===== src/rtl/lsqueue_pkg.sv =====
// -----------------------------------------------------------------------------
// lsqueue_pkg
// Shared definitions for the load/store issue queue: global operand widths,
// the load/store function codes seen on dispatch and issue, the word-index
// boundary used for address disambiguation, and the per-entry source select.
// -----------------------------------------------------------------------------
package lsqueue_pkg;

    // Core-wide tag and data widths; the queue parameters default to these.
    localparam int GLOBAL_TAG_W  = 6;
    localparam int GLOBAL_DATA_W = 32;

    // Function codes carried on dispatch_opcode / issuels_opcode.
    localparam logic ISSUELS_FUNC_LW = 1'b0;
    localparam logic ISSUELS_FUNC_SW = 1'b1;

    // Loads and stores conflict when their addresses match above this bit.
    localparam int WORD_LSB = 2;

    // Where an entry register takes its next contents from.
    typedef enum logic [1:0] {
        ENT_HOLD  = 2'd0,   // keep own contents
        ENT_SHIFT = 2'd1,   // collapse: take entry i+1
        ENT_LOAD  = 2'd2    // take the dispatch port
    } ent_src_e;

endpackage


===== src/rtl/lsqueue_entry.sv =====
// -----------------------------------------------------------------------------
// lsqueue_entry
// One queue slot: the entry register, CDB wake-up for rs and rt, and the
// effective-address adder. Wake-up and the address are applied to whichever
// source is selected, so a shifting or freshly dispatched entry can capture a
// broadcast in the same cycle it moves.
// Ports:
//   clk, reset, flush       clock, synchronous reset, queue flush
//   src_sel                 hold / shift from entry i+1 / load from dispatch
//   cdb_valid/tag/data      result broadcast
//   nxt_*                   contents of entry i+1 (shift source)
//   dsp_*                   dispatch port fields (load source)
//   valid .. addrvalid      current entry contents
// -----------------------------------------------------------------------------
module lsqueue_entry
    import lsqueue_pkg::*;
#(
    parameter int TAG_W  = GLOBAL_TAG_W,
    parameter int DATA_W = GLOBAL_DATA_W,
    parameter int OFF_W  = 16
) (
    input  logic              clk,
    input  logic              reset,
    input  logic              flush,
    input  ent_src_e          src_sel,
    input  logic              cdb_valid,
    input  logic [TAG_W-1:0]  cdb_tag,
    input  logic [DATA_W-1:0] cdb_data,
    input  logic              nxt_valid,
    input  logic              nxt_opcode,
    input  logic [OFF_W-1:0]  nxt_offset,
    input  logic [TAG_W-1:0]  nxt_rstag,
    input  logic [TAG_W-1:0]  nxt_rttag,
    input  logic [DATA_W-1:0] nxt_rsdata,
    input  logic [DATA_W-1:0] nxt_rtdata,
    input  logic              nxt_rsvalid,
    input  logic              nxt_rtvalid,
    input  logic              dsp_opcode,
    input  logic [OFF_W-1:0]  dsp_offset,
    input  logic [TAG_W-1:0]  dsp_rstag,
    input  logic [TAG_W-1:0]  dsp_rttag,
    input  logic [DATA_W-1:0] dsp_rsdata,
    input  logic [DATA_W-1:0] dsp_rtdata,
    input  logic              dsp_rsvalid,
    input  logic              dsp_rtvalid,
    output logic              valid,
    output logic              opcode,
    output logic [OFF_W-1:0]  offset,
    output logic [TAG_W-1:0]  rstag,
    output logic [TAG_W-1:0]  rttag,
    output logic [DATA_W-1:0] rsdata,
    output logic [DATA_W-1:0] rtdata,
    output logic              rsvalid,
    output logic              rtvalid,
    output logic [DATA_W-1:0] addr,
    output logic              addrvalid
);

    logic              s_valid, s_opcode, s_rsvalid, s_rtvalid;
    logic [OFF_W-1:0]  s_offset;
    logic [TAG_W-1:0]  s_rstag, s_rttag;
    logic [DATA_W-1:0] s_rsdata, s_rtdata;
    logic              n_rsvalid, n_rtvalid;
    logic [DATA_W-1:0] n_rsdata, n_rtdata, n_addr;

    always_comb begin
        s_valid   = valid;
        s_opcode  = opcode;
        s_offset  = offset;
        s_rstag   = rstag;
        s_rttag   = rttag;
        s_rsdata  = rsdata;
        s_rtdata  = rtdata;
        s_rsvalid = rsvalid;
        s_rtvalid = rtvalid;
        case (src_sel)
            ENT_SHIFT: begin
                s_valid   = nxt_valid;
                s_opcode  = nxt_opcode;
                s_offset  = nxt_offset;
                s_rstag   = nxt_rstag;
                s_rttag   = nxt_rttag;
                s_rsdata  = nxt_rsdata;
                s_rtdata  = nxt_rtdata;
                s_rsvalid = nxt_rsvalid;
                s_rtvalid = nxt_rtvalid;
            end
            ENT_LOAD: begin
                s_valid   = 1'b1;
                s_opcode  = dsp_opcode;
                s_offset  = dsp_offset;
                s_rstag   = dsp_rstag;
                s_rttag   = dsp_rttag;
                s_rsdata  = dsp_rsdata;
                s_rtdata  = dsp_rtdata;
                s_rsvalid = dsp_rsvalid;
                s_rtvalid = dsp_rtvalid;
            end
            default: ;
        endcase

        // rs and rt snoop independently; an already-valid operand never changes.
        n_rsvalid = s_rsvalid;
        n_rsdata  = s_rsdata;
        if (cdb_valid && !s_rsvalid && (cdb_tag == s_rstag)) begin
            n_rsvalid = 1'b1;
            n_rsdata  = cdb_data;
        end
        n_rtvalid = s_rtvalid;
        n_rtdata  = s_rtdata;
        if (cdb_valid && !s_rtvalid && (cdb_tag == s_rttag)) begin
            n_rtvalid = 1'b1;
            n_rtdata  = cdb_data;
        end

        // Recomputing every cycle is harmless once rs is valid and means the
        // address is ready in the same edge that captures rs from the CDB.
        n_addr = n_rsdata + {{(DATA_W-OFF_W){s_offset[OFF_W-1]}}, s_offset};
    end

    always_ff @(posedge clk) begin
        if (reset || flush) begin
            valid     <= 1'b0;
            opcode    <= 1'b0;
            offset    <= '0;
            rstag     <= '0;
            rttag     <= '0;
            rsdata    <= '0;
            rtdata    <= '0;
            rsvalid   <= 1'b0;
            rtvalid   <= 1'b0;
            addr      <= '0;
            addrvalid <= 1'b0;
        end else begin
            valid     <= s_valid;
            opcode    <= s_opcode;
            offset    <= s_offset;
            rstag     <= s_rstag;
            rttag     <= s_rttag;
            rsdata    <= n_rsdata;
            rtdata    <= n_rtdata;
            rsvalid   <= n_rsvalid;
            rtvalid   <= n_rtvalid;
            addr      <= n_addr;
            addrvalid <= n_rsvalid;
        end
    end

endmodule


===== src/rtl/lsqueue.sv =====
// -----------------------------------------------------------------------------
// lsqueue
// Age-ordered load/store issue queue. Entry 0 is the oldest and the queue
// collapses toward 0 on removal. Selection picks the oldest ready entry that
// respects memory ordering: stores only from the head, loads past older
// stores only when those stores have a resolved, different word address.
// Ports:
//   clk, reset, flush              clock, synchronous reset, queue flush
//   dispatch_*                     new instruction and push handshake
//   cdb_tag/data/valid             result broadcast for operand wake-up
//   issuels_*                      selected entry and its accept (done)
//   count                          registered occupancy
// -----------------------------------------------------------------------------
module lsqueue
    import lsqueue_pkg::*;
#(
    parameter int DEPTH     = 4,
    parameter int TAG_W     = GLOBAL_TAG_W,
    parameter int DATA_W    = GLOBAL_DATA_W,
    parameter int OFF_W     = 16,
    parameter bit BYPASS_EN = 1'b1
) (
    input  logic                       clk,
    input  logic                       reset,
    input  logic                       flush,
    input  logic                       dispatch_opcode,
    input  logic [OFF_W-1:0]           dispatch_offset,
    input  logic [TAG_W-1:0]           dispatch_rstag,
    input  logic [TAG_W-1:0]           dispatch_rttag,
    input  logic [DATA_W-1:0]          dispatch_rsdata,
    input  logic [DATA_W-1:0]          dispatch_rtdata,
    input  logic                       dispatch_rsvalid,
    input  logic                       dispatch_rtvalid,
    input  logic                       dispatch_en,
    output logic                       dispatch_ready,
    input  logic [TAG_W-1:0]           cdb_tag,
    input  logic [DATA_W-1:0]          cdb_data,
    input  logic                       cdb_valid,
    output logic                       issuels_opcode,
    output logic [TAG_W-1:0]           issuels_rttag,
    output logic [DATA_W-1:0]          issuels_addr,
    output logic [DATA_W-1:0]          issuels_data,
    output logic                       issuels_ready,
    input  logic                       issuels_done,
    output logic [$clog2(DEPTH+1)-1:0] count
);

    localparam int CNT_W = $clog2(DEPTH+1);

    // One extra, permanently empty slot at index DEPTH feeds the top entry
    // when the queue collapses.
    logic              e_valid     [DEPTH+1];
    logic              e_opcode    [DEPTH+1];
    logic [OFF_W-1:0]  e_offset    [DEPTH+1];
    logic [TAG_W-1:0]  e_rstag     [DEPTH+1];
    logic [TAG_W-1:0]  e_rttag     [DEPTH+1];
    logic [DATA_W-1:0] e_rsdata    [DEPTH+1];
    logic [DATA_W-1:0] e_rtdata    [DEPTH+1];
    logic              e_rsvalid   [DEPTH+1];
    logic              e_rtvalid   [DEPTH+1];
    logic [DATA_W-1:0] e_addr      [DEPTH+1];
    logic              e_addrvalid [DEPTH+1];
    ent_src_e          src_sel     [DEPTH];

    logic [DEPTH-1:0]  cand;
    logic              ent_ready, order_ok;
    logic              sel_found;
    logic [CNT_W-1:0]  sel_idx;
    logic              full, remove, push;
    logic [CNT_W-1:0]  wr_pos;

    assign e_valid[DEPTH]     = 1'b0;
    assign e_opcode[DEPTH]    = 1'b0;
    assign e_offset[DEPTH]    = '0;
    assign e_rstag[DEPTH]     = '0;
    assign e_rttag[DEPTH]     = '0;
    assign e_rsdata[DEPTH]    = '0;
    assign e_rtdata[DEPTH]    = '0;
    assign e_rsvalid[DEPTH]   = 1'b0;
    assign e_rtvalid[DEPTH]   = 1'b0;
    assign e_addr[DEPTH]      = '0;
    assign e_addrvalid[DEPTH] = 1'b0;

    for (genvar i = 0; i < DEPTH; i++) begin : g_ent
        lsqueue_entry #(
            .TAG_W  (TAG_W),
            .DATA_W (DATA_W),
            .OFF_W  (OFF_W)
        ) u_entry (
            .clk         (clk),
            .reset       (reset),
            .flush       (flush),
            .src_sel     (src_sel[i]),
            .cdb_valid   (cdb_valid),
            .cdb_tag     (cdb_tag),
            .cdb_data    (cdb_data),
            .nxt_valid   (e_valid[i+1]),
            .nxt_opcode  (e_opcode[i+1]),
            .nxt_offset  (e_offset[i+1]),
            .nxt_rstag   (e_rstag[i+1]),
            .nxt_rttag   (e_rttag[i+1]),
            .nxt_rsdata  (e_rsdata[i+1]),
            .nxt_rtdata  (e_rtdata[i+1]),
            .nxt_rsvalid (e_rsvalid[i+1]),
            .nxt_rtvalid (e_rtvalid[i+1]),
            .dsp_opcode  (dispatch_opcode),
            .dsp_offset  (dispatch_offset),
            .dsp_rstag   (dispatch_rstag),
            .dsp_rttag   (dispatch_rttag),
            .dsp_rsdata  (dispatch_rsdata),
            .dsp_rtdata  (dispatch_rtdata),
            .dsp_rsvalid (dispatch_rsvalid),
            .dsp_rtvalid (dispatch_rtvalid),
            .valid       (e_valid[i]),
            .opcode      (e_opcode[i]),
            .offset      (e_offset[i]),
            .rstag       (e_rstag[i]),
            .rttag       (e_rttag[i]),
            .rsdata      (e_rsdata[i]),
            .rtdata      (e_rtdata[i]),
            .rsvalid     (e_rsvalid[i]),
            .rtvalid     (e_rtvalid[i]),
            .addr        (e_addr[i]),
            .addrvalid   (e_addrvalid[i])
        );
    end

    // Candidate mask. The head is always eligible when ready; a younger load
    // is blocked by any older store whose address is unknown or hits the same
    // word. Entries are contiguous from 0, so every j<i is a live entry.
    always_comb begin
        cand      = '0;
        ent_ready = 1'b0;
        order_ok  = 1'b0;
        for (int i = 0; i < DEPTH; i++) begin
            ent_ready = e_valid[i] && e_addrvalid[i] &&
                        ((e_opcode[i] == ISSUELS_FUNC_LW) || e_rtvalid[i]);
            order_ok  = (i == 0);
            if ((i != 0) && BYPASS_EN && (e_opcode[i] == ISSUELS_FUNC_LW)) begin
                order_ok = 1'b1;
                for (int j = 0; j < DEPTH; j++) begin
                    if ((j < i) && (e_opcode[j] == ISSUELS_FUNC_SW) &&
                        (!e_addrvalid[j] ||
                         (e_addr[j][DATA_W-1:WORD_LSB] == e_addr[i][DATA_W-1:WORD_LSB]))) begin
                        order_ok = 1'b0;
                    end
                end
            end
            cand[i] = ent_ready && order_ok;
        end
    end

    // Lowest-index candidate wins; with none, index 0 drives the outputs.
    always_comb begin
        sel_found = 1'b0;
        sel_idx   = '0;
        for (int i = DEPTH - 1; i >= 0; i--) begin
            if (cand[i]) begin
                sel_found = 1'b1;
                sel_idx   = CNT_W'(i);
            end
        end
    end

    assign issuels_ready  = sel_found;
    assign issuels_opcode = e_opcode[sel_idx];
    assign issuels_rttag  = e_rttag[sel_idx];
    assign issuels_addr   = e_addr[sel_idx];
    assign issuels_data   = e_rtdata[sel_idx];

    assign full           = (count == CNT_W'(DEPTH));
    assign remove         = issuels_done && sel_found;
    assign dispatch_ready = !full || remove;
    assign push           = dispatch_en && dispatch_ready;
    assign wr_pos         = count - CNT_W'(remove);

    // Entries at and above the removed slot collapse down by one; the push
    // lands at the first free slot after that collapse and overrides a shift.
    always_comb begin
        for (int i = 0; i < DEPTH; i++) begin
            src_sel[i] = ENT_HOLD;
            if (remove && (CNT_W'(i) >= sel_idx)) begin
                src_sel[i] = ENT_SHIFT;
            end
            if (push && (CNT_W'(i) == wr_pos)) begin
                src_sel[i] = ENT_LOAD;
            end
        end
    end

    always_ff @(posedge clk) begin
        if (reset || flush) begin
            count <= '0;
        end else if (push && !remove) begin
            count <= count + 1'b1;
        end else if (remove && !push) begin
            count <= count - 1'b1;
        end
    end

endmodule


===== config.mk =====
export PLATFORM = sky130hd
export DESIGN_NAME = lsqueue
export DESIGN_NICKNAME = d
export VERILOG_FILES = /design/src/rtl/lsqueue_pkg.sv /design/src/rtl/lsqueue_entry.sv /design/src/rtl/lsqueue.sv
export SDC_FILE = /design/constraint.sdc
export NUM_CORES = 2
export LEC_CHECK = 0
export CAP_MARGIN = 5
export CORE_ASPECT_RATIO = 0.9
export CORE_MARGIN = 3
export CORE_UTILIZATION = 25
export CTS_BUF_LIST = sky130_fd_sc_hd__clkbuf_8 sky130_fd_sc_hd__clkbuf_16
export DETAILED_ROUTE_END_ITERATION = 10
export PLACE_DENSITY = 0.47
export SYNTH_ARGS = -nofsm -noshare
export SYNTH_HDL_FRONTEND = slang
export SYNTH_SLANG_ARGS = --single-unit

===== constraint.sdc =====
create_clock -name clk -period 11.1 [get_ports clk]
set_input_delay 2.22 -clock clk [delete_from_list [all_inputs] [get_ports clk]]
set_output_delay 2.22 -clock clk [all_outputs]
set_load 0.05 [all_outputs]

==> impl_metrics.yaml <==
outcome:
  outcome: "finished, final reports clean"
power_and_ir_drop:
  p_leak_nw: 17.1
  ir_worst_vdd_mv: 0.0875
  p_per_area_nw_per_um2: 135
  p_total_mw: 5.28
placement:
  port_buffers: 214
  place_congestion: 0.922
  dp_cells: 5719
  dp_slack_ns: 0.366
  dpl_cell_area_um2: 36900
  hpwl_um: 94800
timing:
  hold_viol: 0
  drv_slew: 0
  fin_crit_ns: 10.54
  maxSlewHeadroom: 0.272
  hold_ws_ns: 0.485
  worst_pin_slew_ns: 1.08
  finalClockSkew_ns: 0.0219
  setup_viol_count_final: 0
  fmax_mhz: 94.9
  setup-tns-final_ns: 0
  finalCritPeriodShare: 0.949
  rsz0062_at_grt: "false"
  layout_setup_ws_ns: 0.564
synthesis:
  yosys.area.top_type: "dfxtp_1"
  yosys_warnings: 0
  synth_edf_count: 0
  postSynthCellCount: 3970
  synth_cell_types: 79
  yosysTopAreaCellShare: 0.313
  synthFlopType: "dfxtp_1"
  async_flop_share: 0
  syn_area_um2: 32900
  ys_ff_latch: 515
  synth.area.top_cells: "dfxtp_1, mux2i_1, xnor2_1"
  synth_fp_nets: 4239
  ys_seq_area_frac: 0.313
  syn_area_per_cell_um2: 8.29
floorplan:
  die_h_um: 350
  dieArea_um2: 136000
  io_pins: 215
  dieWidth_um: 388
  rows: 125
  initial_utilization: 0.254
  core-area_um2: 130000
clocking:
  cts_made_buffers: 67
  htree_num_levels: 3
  cts_tree: "done"
  insertion_delay_ns: 0.61
  clockBufferDepth: 3
  clkSinkCount: 515
  cts_root_buf: "clkbuf_16"
  path_clk_slew_ns: 0.06
worst_setup_path:
  crit_path_max_fanout: 15
  cp.required_ns: 11.57
  cp_common_cell: "a21oi_1"
  start_kind: "flop"
  path_buf_inv: 5
  endpoint_kind: "flop"
  crit_type: "flop to flop"
  slowest_delay_ns: 0.79
  reg2reg_from: "g_ent[0].u_entry.addr[25]"
  cp_top_family: "compound AO/OA/AOI/OAI gates"
  regToRegEndpoint: "g_ent[1].u_entry.addr[30]"
  r2r_cells: 42
  cp_slowest_cell: "or4_2"
  reg2reg_slack_ns: 0.56
  critical_path_arrival_ns: 11.00
routing:
  vias_per_cell: 4.96
  firstDrtPassIters: 5
  wl_um: 131000
  wire_per_inst_um: 22.4
  drt-initial-drc-count: 2135
  vias: 29000
  ant_nets: 0
  drc_errors: 0
finish:
  stdcell_count: 5844
  drive_above_1_share: 0.0934
  utilization: 0.302
  final_common_cell: "dfxtp_1"
  multi_input_area_um2: 21500
  design_area_um2: 39200
  syn2layout_area_growth_pct: 19.2
  final_cell_mix: "dfxtp_1, nor2_1, mux2i_1"
  regArea_um2: 10300
  fillCellCount: 13800
  layout.nets: 4343
grt:
  grt-ovfl-total: 0
  grt_max_degree: 170
  grt_usage: 0.186
  grt_pass1_vias: 27700
  grt_pass1_wl_um: 192000
  antenna_found_initial: 8
worst_hold_path:
  whs_endpoint: "g_ent[0].u_entry.valid"
  worstHoldStart: "g_ent[0].u_entry.valid"
  whs_path_depth: 2
  hold_path.class: "flop to flop"
job:
  cap_violations: 0
## cell usage after synthesis, types with 16 or more instances
cell type / instances
a211oi_1: 83
a21o_1: 24
a21oi_1: 342
a22o_1: 45
a22oi_1: 47
and2_1: 171
and3_1: 16
buf_1: 38
buf_2: 18
clkbuf_1: 195
dfxtp_1: 515
ha_1: 125
inv_1: 60
mux2_2: 158
mux2i_1: 397
nand2_1: 359
nand3_1: 40
nand4_1: 43
nor2_1: 479
nor3_1: 50
nor4_1: 27
o211ai_1: 36
o21ai_0: 188
o21bai_1: 21
xnor2_1: 221
xor2_1: 96
## layer usage
metal	routed length, um	GRT usage
met5	27	0
met1	62000	0.261
met3	6240	0.0219
met2	60100	0.307
met4	2360	0.0399
## tightest hold or removal path: cells and delay by family, from the launching register on
kind / cells / cell delay [ns]
AO/OA/AOI/OAI: 2 / 0.13
flip-flops: 1 / 0.31
## where the power goes
part | total [mW] | switching [mW] | internal, mW
clock network | 2.26 | 0.884 | 1.37
logic | 1.06 | 0.655 | 0.401
registers | 1.97 | 0.0675 | 1.90
## sequential cells by signal (all words and copies together), names as in the netlist
register	cells
count	3
g_ent.u_entry.addr	128
g_ent.u_entry.offset	64
g_ent.u_entry.opcode	4
g_ent.u_entry.rsdata	128
g_ent.u_entry.rstag	24
g_ent.u_entry.rsvalid	4
g_ent.u_entry.rtdata	128
g_ent.u_entry.rttag	24
g_ent.u_entry.rtvalid	4
g_ent.u_entry.valid	4
## cell type report
cell class,instances,share of cell area
clock inverters,41,0.0102
well taps,1714,0.0547
inverters,61,0.00584
repair buffers,288,0.0701
clock buffers,78,0.0472
flip-flops and latches,515,0.263
diodes,6,0.000383
multi-input cells,3141,0.549
## kinds of logic after synthesis
logic type / count (synthesis) / synth area share
XOR/XNOR: 317 / 0.0844
AND/OR/NAND/NOR: 1270 / 0.177
buffers and inverters: 314 / 0.0367
multiplexers: 556 / 0.175
AO/OA/AOI/OAI: 864 / 0.162
flip-flops: 515 / 0.313
adder cells (fa/ha/maj): 134 / 0.0518
## how the worst max path moves through the flow
| stage | cells after the start | slack (ns) | to | start |
|---|---|---|---|---|
| after floorplan | 37 | 1.45 | g_ent[1].u_entry.addr[30] | issuels_done |
| after global placement | 36 | 0.39 | g_ent[1].u_entry.addr[30] | issuels_done |
| after detailed placement | 36 | 0.37 | g_ent[1].u_entry.addr[30] | issuels_done |
| after CTS | 42 | 0.38 | g_ent[1].u_entry.addr[30] | g_ent[2].u_entry.addr[7] |
| after global routing | 42 | 0.07 | g_ent[1].u_entry.addr[30] | g_ent[2].u_entry.addr[7] |
| final | 42 | 0.56 | g_ent[1].u_entry.addr[30] | g_ent[0].u_entry.addr[25] |
## what timing repair did
action,in CTS,in global routing
setup buffers,0,0
hold buffers,0,0
endpoints found under the setup margin,0,8
resized for setup,0,4
No activity file was read; power rests on OpenSTA's default activity.
